===== src/rtl/regfile_wr_arbiter.sv =====
// Two-requester write arbiter for a single register-file write port.
// RFWA_ROUND_ROBIN_EN selects round-robin; default is fixed A-over-B.
module regfile_wr_arbiter #(
    parameter int DATA_W = 32,
    parameter int ADDR_W = 5
) (
    input  logic              clk,
    input  logic              rst_n,
    input  logic              a_valid,
    output logic              a_ready,
    input  logic [ADDR_W-1:0] a_addr,
    input  logic [DATA_W-1:0] a_data,
    input  logic              b_valid,
    output logic              b_ready,
    input  logic [ADDR_W-1:0] b_addr,
    input  logic [DATA_W-1:0] b_data,
    output logic              rf_wEn,
    output logic [ADDR_W-1:0] rf_adr3,
    output logic [DATA_W-1:0] rf_word,
    input  logic [ADDR_W-1:0] q_addr,
    output logic              q_pending,
    output logic [15:0]       wr_count
);

    logic              r_a_vld;
    logic [ADDR_W-1:0] r_a_addr;
    logic [DATA_W-1:0] r_a_data;
    logic              r_b_vld;
    logic [ADDR_W-1:0] r_b_addr;
    logic [DATA_W-1:0] r_b_data;
    logic [15:0]       r_cnt;

    logic w_gnt_a;
    logic w_gnt_b;
    logic w_acc_a;
    logic w_acc_b;
    logic w_hit_a;
    logic w_hit_b;

`ifdef RFWA_ROUND_ROBIN_EN
    // 0 points at A, 1 points at B
    logic r_ptr;

    assign w_gnt_a = r_a_vld & (~r_b_vld | ~r_ptr);

    always_ff @(posedge clk or negedge rst_n) begin
        if (!rst_n) begin
            r_ptr <= 1'b0;
        end else if (w_gnt_a) begin
            r_ptr <= 1'b1;
        end else if (w_gnt_b) begin
            r_ptr <= 1'b0;
        end
    end
`else
    assign w_gnt_a = r_a_vld;
`endif

    assign w_gnt_b = r_b_vld & ~w_gnt_a;

    assign a_ready = rst_n & (~r_a_vld | w_gnt_a);
    assign b_ready = rst_n & (~r_b_vld | w_gnt_b);
    assign w_acc_a = a_valid & a_ready;
    assign w_acc_b = b_valid & b_ready;

    assign rf_wEn  = w_gnt_a | w_gnt_b;
    assign rf_adr3 = w_gnt_a ? r_a_addr :
                     w_gnt_b ? r_b_addr : '0;
    assign rf_word = w_gnt_a ? r_a_data :
                     w_gnt_b ? r_b_data : '0;

    assign w_hit_a   = r_a_vld & (r_a_addr == q_addr);
    assign w_hit_b   = r_b_vld & (r_b_addr == q_addr);
    assign q_pending = (q_addr != '0) & (w_hit_a | w_hit_b);

    assign wr_count = r_cnt;

    // Writes to x0 are dropped at acceptance so they never reach the port
    always_ff @(posedge clk or negedge rst_n) begin
        if (!rst_n) begin
            r_a_vld  <= 1'b0;
            r_a_addr <= '0;
            r_a_data <= '0;
        end else if (w_acc_a && (a_addr != '0)) begin
            r_a_vld  <= 1'b1;
            r_a_addr <= a_addr;
            r_a_data <= a_data;
        end else if (w_gnt_a) begin
            r_a_vld  <= 1'b0;
        end
    end

    always_ff @(posedge clk or negedge rst_n) begin
        if (!rst_n) begin
            r_b_vld  <= 1'b0;
            r_b_addr <= '0;
            r_b_data <= '0;
        end else if (w_acc_b && (b_addr != '0)) begin
            r_b_vld  <= 1'b1;
            r_b_addr <= b_addr;
            r_b_data <= b_data;
        end else if (w_gnt_b) begin
            r_b_vld  <= 1'b0;
        end
    end

    always_ff @(posedge clk or negedge rst_n) begin
        if (!rst_n) begin
            r_cnt <= 16'd0;
        end else if (rf_wEn && (r_cnt != 16'hFFFF)) begin
            r_cnt <= r_cnt + 16'd1;
        end
    end

endmodule


===== config.mk =====
export PLATFORM = sky130hd
export DESIGN_NAME = regfile_wr_arbiter
export DESIGN_NICKNAME = d
export VERILOG_FILES = /design/src/rtl/regfile_wr_arbiter.sv
export SDC_FILE = /design/constraint.sdc
export NUM_CORES = 1
export LEC_CHECK = 0
export BUFFER_PORTS_ARGS = -buffer_cell sky130_fd_sc_hd__buf_4
export CAP_MARGIN = 20
export CORE_MARGIN = 2
export CORE_UTILIZATION = 45
export DETAILED_ROUTE_END_ITERATION = 16
export PLACE_DENSITY = 0.73
export SETUP_SLACK_MARGIN = 0.1
export SLEW_MARGIN = 20
export SYNTH_ARGS = -nofsm -noshare
export SYNTH_HDL_FRONTEND = slang
export SYNTH_SLANG_ARGS = --single-unit

===== constraint.sdc =====
create_clock -name clk -period 4.7 [get_ports clk]
set_input_delay 0.705 -clock clk [delete_from_list [all_inputs] [get_ports clk]]
set_output_delay 0.705 -clock clk [all_outputs]
set_load 0.01 [all_outputs]

-- Word-level counts from Yosys, hierarchy flattened
Index checks and enable logic that the tools add are counted.
- flip-flop bits (word level): 92
- input bits: 83
- output and inout port bits: 57
- logic and storage cells: 37
- add/subtract/negate cells: 1
- equal/unequal tests: 3
- muxes and demuxes: 7
- bitwise gates (word level): 12
- reduce and logical (&&, ||, !) cells: 7
- operators with widths (operator ; number):
    $mux W32 ; 2
    $add A16 B1 Y16 const B ; 1
    $ne A16 B16 Y1 const B ; 1
    $reduce_bool A5 Y1 ; 3
    $eq A5 B5 Y1 ; 2
    $mux W5 ; 2
    $and A1 B1 Y1 ; 7
    $logic_and A1 B1 Y1 ; 3
    $mux W1 ; 3
    $or A1 B1 Y1 ; 3
    $not A1 Y1 ; 2
    $reduce_bool A2 Y1 ; 1

-- Depth between registers and ports, before layout
- depth in word-level cells: 7
- depth in mapped cells: 7
- depth with buffers taken out: 5

-- Least setup slack after synthesis
OpenSTA, ideal clock, no wires.
- path kind: input to register
- from: input port a_addr[0]
- to: register r_a_data[18]
- setup time: 127 ps
- arrival: 2016 ps
- data required time: 4573 ps
- path slack: 2556 ps
- stages: 5
- path buffers: 2
- path through: or4_1 -> o211ai_2 -> buf_6 -> buf_6 -> mux2_1
- cells in the longest elaborated chain, start to end: 2
- ends and longest elaborated chain (element ; line ; RTL):
    start: declaration ; 11 ; input logic [ADDR_W-1:0] a_addr,
    $reduce_bool A5 Y1 ; 84 ; end else if (w_acc_a && (a_addr != '0)) begin
    $logic_and A1 B1 Y1 ; 84 ;
    end signal: assignment ; 87 ; r_a_data <= a_data;
    end: declaration ; 27 ; logic [DATA_W-1:0] r_a_data;
No other way between the ends.
A chain may end at the register's enable or synchronous reset.

-- Worst setup path in the final report
- from: input port b_addr[0]
- to: register r_b_data[31]
- cells in the longest elaborated chain, start to end: 2
- ends and longest elaborated chain (element ; line ; RTL):
    start: declaration ; 15 ; input logic [ADDR_W-1:0] b_addr,
    $reduce_bool A5 Y1 ; 98 ; end else if (w_acc_b && (b_addr != '0)) begin
    $logic_and A1 B1 Y1 ; 98 ;
    end signal: assignment ; 101 ; r_b_data <= b_data;
    end: declaration ; 30 ; logic [DATA_W-1:0] r_b_data;
No other way between the ends.

==> flow_summary.yaml <==
sta:
  setup_tns_ns: 0
  fin_worst_skew_ns: 0.0104
  fmax_ghz: 0.395
  rsz0062_at_grt: "false"
  hold_viol: 0
  report.final.slew_viol_count: 0
  min_period_ns: 2.53
  slew_headroom_pct: 42.5
  timing.final.crit_share_pct: 53.9
  worst_pin_slew_ns: 0.862
  setup_violations: 0
floorplanning:
  core_area_um2: 9110
  dieArea_um2: 10000
  fp.dieH_um: 100
  std_cell_rows: 35
  initial_core_util_pct: 45.7
  ios: 140
  fp.dieW_um: 100
logic_synthesis:
  synth_cell_types: 34
  synth_ff_type: "dfrtp_1"
  synth.largest_area_cell: "dfrtp_1"
  synth-seq-cells: 92
  synth_commonest_cells: "dfrtp_1 (92), mux2_2 (38), a22o_1 (37), mux2_1 (36), xor2_1 (16)"
  yosys-top-cells-area: "dfrtp_1 (55%), mux2_2 (10%), mux2_1 (9.7%), a22o_1 (7.8%), xor2_1 (3.4%)"
  syn_nets: 390
  yosysMostFrequentCell: "dfrtp_1"
  ys_seq_area_share_pct: 55.3
  netlist_area_um2: 4160
  syn_avg_cell_area_um2: 13.6
  synth_cells: 306
  async_flop_share_pct: 100
  synth_edf_count: 0
  yosys_warnings: 0
  yosysTopAreaCellShare_pct: 55.3
cts:
  cts_hold_buf: 0
  worstSkewPairLatency_ns: 0.36
  cts_setup_buffers: 0
  cts_buffer_depth: 2
  cts_tree: "yes"
  root_buffer: "clkbuf_8"
  clock_sinks: 92
  cts_buffers: 9
  ctsResizeCount: 0
  h-tree-depth: 3
  clk_pin_slew_ns: 0.10
finish:
  layout-drive-gt1-share_pct: 45.1
  diodes: 0
  final_util_pct: 60.0
  regArea_um2: 2300
  fillers: 765
  area_growth_pct: 31.4
  finalNetCount: 527
  multi_input_area_um2: 1750
run:
  maxCapViolCount: 0
setup_path:
  path_class: "primary input to flop"
  critPathRequiredTime_ns: 4.94
  cp-end-kind: "flop"
  arrival_ns: 2.77
  worst_setup_path_start_kind: "primary input"
  path_max_fanout: 20
  rr_worst_depth: 5
routing:
  drtIter0Drc: 49
  drt_wl_total_um: 9600
  first_pass_iters: 4
  ant_nets: 0
  wl_per_cell_um: 17.2
  via_per_inst: 5.36
  vias: 2999
  drc_errors: 0
placed_design:
  place_hpwl_um: 6810
  routabilityCongestion: 0.898
  io_buffers: 139
pwr:
  power_density_nw_per_um2: 371
  vdd_drop_max_v: 0.000213
  leakage_nw: 2.59
worst_hold_path:
  hold_class: "primary input to async pin"
grt:
  grt_pass1_wl_um: 15500
  grt_use_total_pct: 19.7
  grt_overflow: 0
  grt_start_max_net_pins: 71
  antenna_found_initial: 0
  grt_pass1_vias: 3056
status:
  status: "complete, no violations"
==> cell families after synthesis <==
group | synth area share, %
AOI/OAI and AO/OA | 10.4
xor gates and xnor gates | 4.21
adders and majority gates | 0.301
buffers and inverters | 3.16
DFF | 55.3
muxes | 20.0
and+or+nand+nor | 6.53
==> path summary, 6_finish.rpt <==
kind / from / slack [ns] / endpoint
worst min-delay path: rst_n / 0.25 / r_b_data[30]$_DFFE_PN0P_
worst min register to register: r_b_data[26]$_DFFE_PN0P_ / 0.50 / r_b_data[26]$_DFFE_PN0P_
min in group clk: r_b_data[26]$_DFFE_PN0P_ / 0.50 / r_b_data[26]$_DFFE_PN0P_
max in group asynchronous: rst_n / 3.26 / r_b_data[1]$_DFFE_PN0P_
worst max-delay path: b_addr[0] / 2.17 / r_b_data[31]$_DFFE_PN0P_
worst max register to register: r_b_vld$_DFFE_PN0P_ / 2.70 / r_b_data[31]$_DFFE_PN0P_
==> cell type report <==
cell class / count / share of cell area [%]
Timing Repair Buffer: 144 / 19.8
Tap cell: 111 / 2.54
Inverter: 2 / 0.137
Clock buffer: 9 / 2.27
Sequential cell: 92 / 42.1
Clock inverter: 7 / 1.24
Multi-Input combinational cell: 194 / 31.9
==> per-stage QoR <==
stage                     hold slack [ns]  area (um^2)  cells  setup slack, ns  power, mW
final                               0.253         5470    559             2.17       2.03
after global routing                0.257         5470    559             2.06       2.16
after CTS                           0.247         5470    559             2.14       2.05
after detailed placement            0.484         5280    543             1.75       1.54
after global placement              0.476         5280    543             1.78       1.52
after floorplan                     0.409         4160    306             2.56       1.29
==> power breakdown <==
group          internal (mW)  switching [mW]  leakage [nW]
Sequential             0.928           0.116          1.11
Clock                  0.205           0.304        0.0989
Combinational          0.274           0.200          1.38
==> layer usage <==
layer	GRT usage, %	share of wire, %	up-vias
met5	0	0	-
met4	5.90	1.5	0
met3	4.53	5.1	10
met2	31.2	49	88
met1	27.4	44	1488
li1	-	-	1413
==> state kept, by name, indices dropped and copies added (netlist names) <==
| signal | cells |
|---|---|
| r_a_vld | 1 |
| r_a_addr | 5 |
| r_b_data | 32 |
| wr_count | 16 |
| r_b_addr | 5 |
| r_b_vld | 1 |
| r_a_data | 32 |
==> placed cells by master, fill, tap and decap left out, drive strengths merged <==
cell type	n
a21oi	6
a22o	37
a31oi	1
a32o	2
a41oi	1
and2	1
and4	3
and4b	1
buf	144
clkbuf	9
clkinv	4
dfrtp	92
ha	1
inv	5
mux2	74
nand2	7
nand2b	1
nand3	5
nand4	5
nor2	10
nor2b	1
nor3	4
nor3b	1
nor4	5
nor4b	1
o2111a	1
o2111ai	1
o211ai	2
or4	3
xnor2	4
xor2	16
==> worst max-delay path, cell delays in order <==
cell and delay, ns:
buf_4 0.11, or4_1 0.57, o211ai_4 0.62, buf_4 0.39
mux2_2 0.37
(Power assumes the default switching activity.)
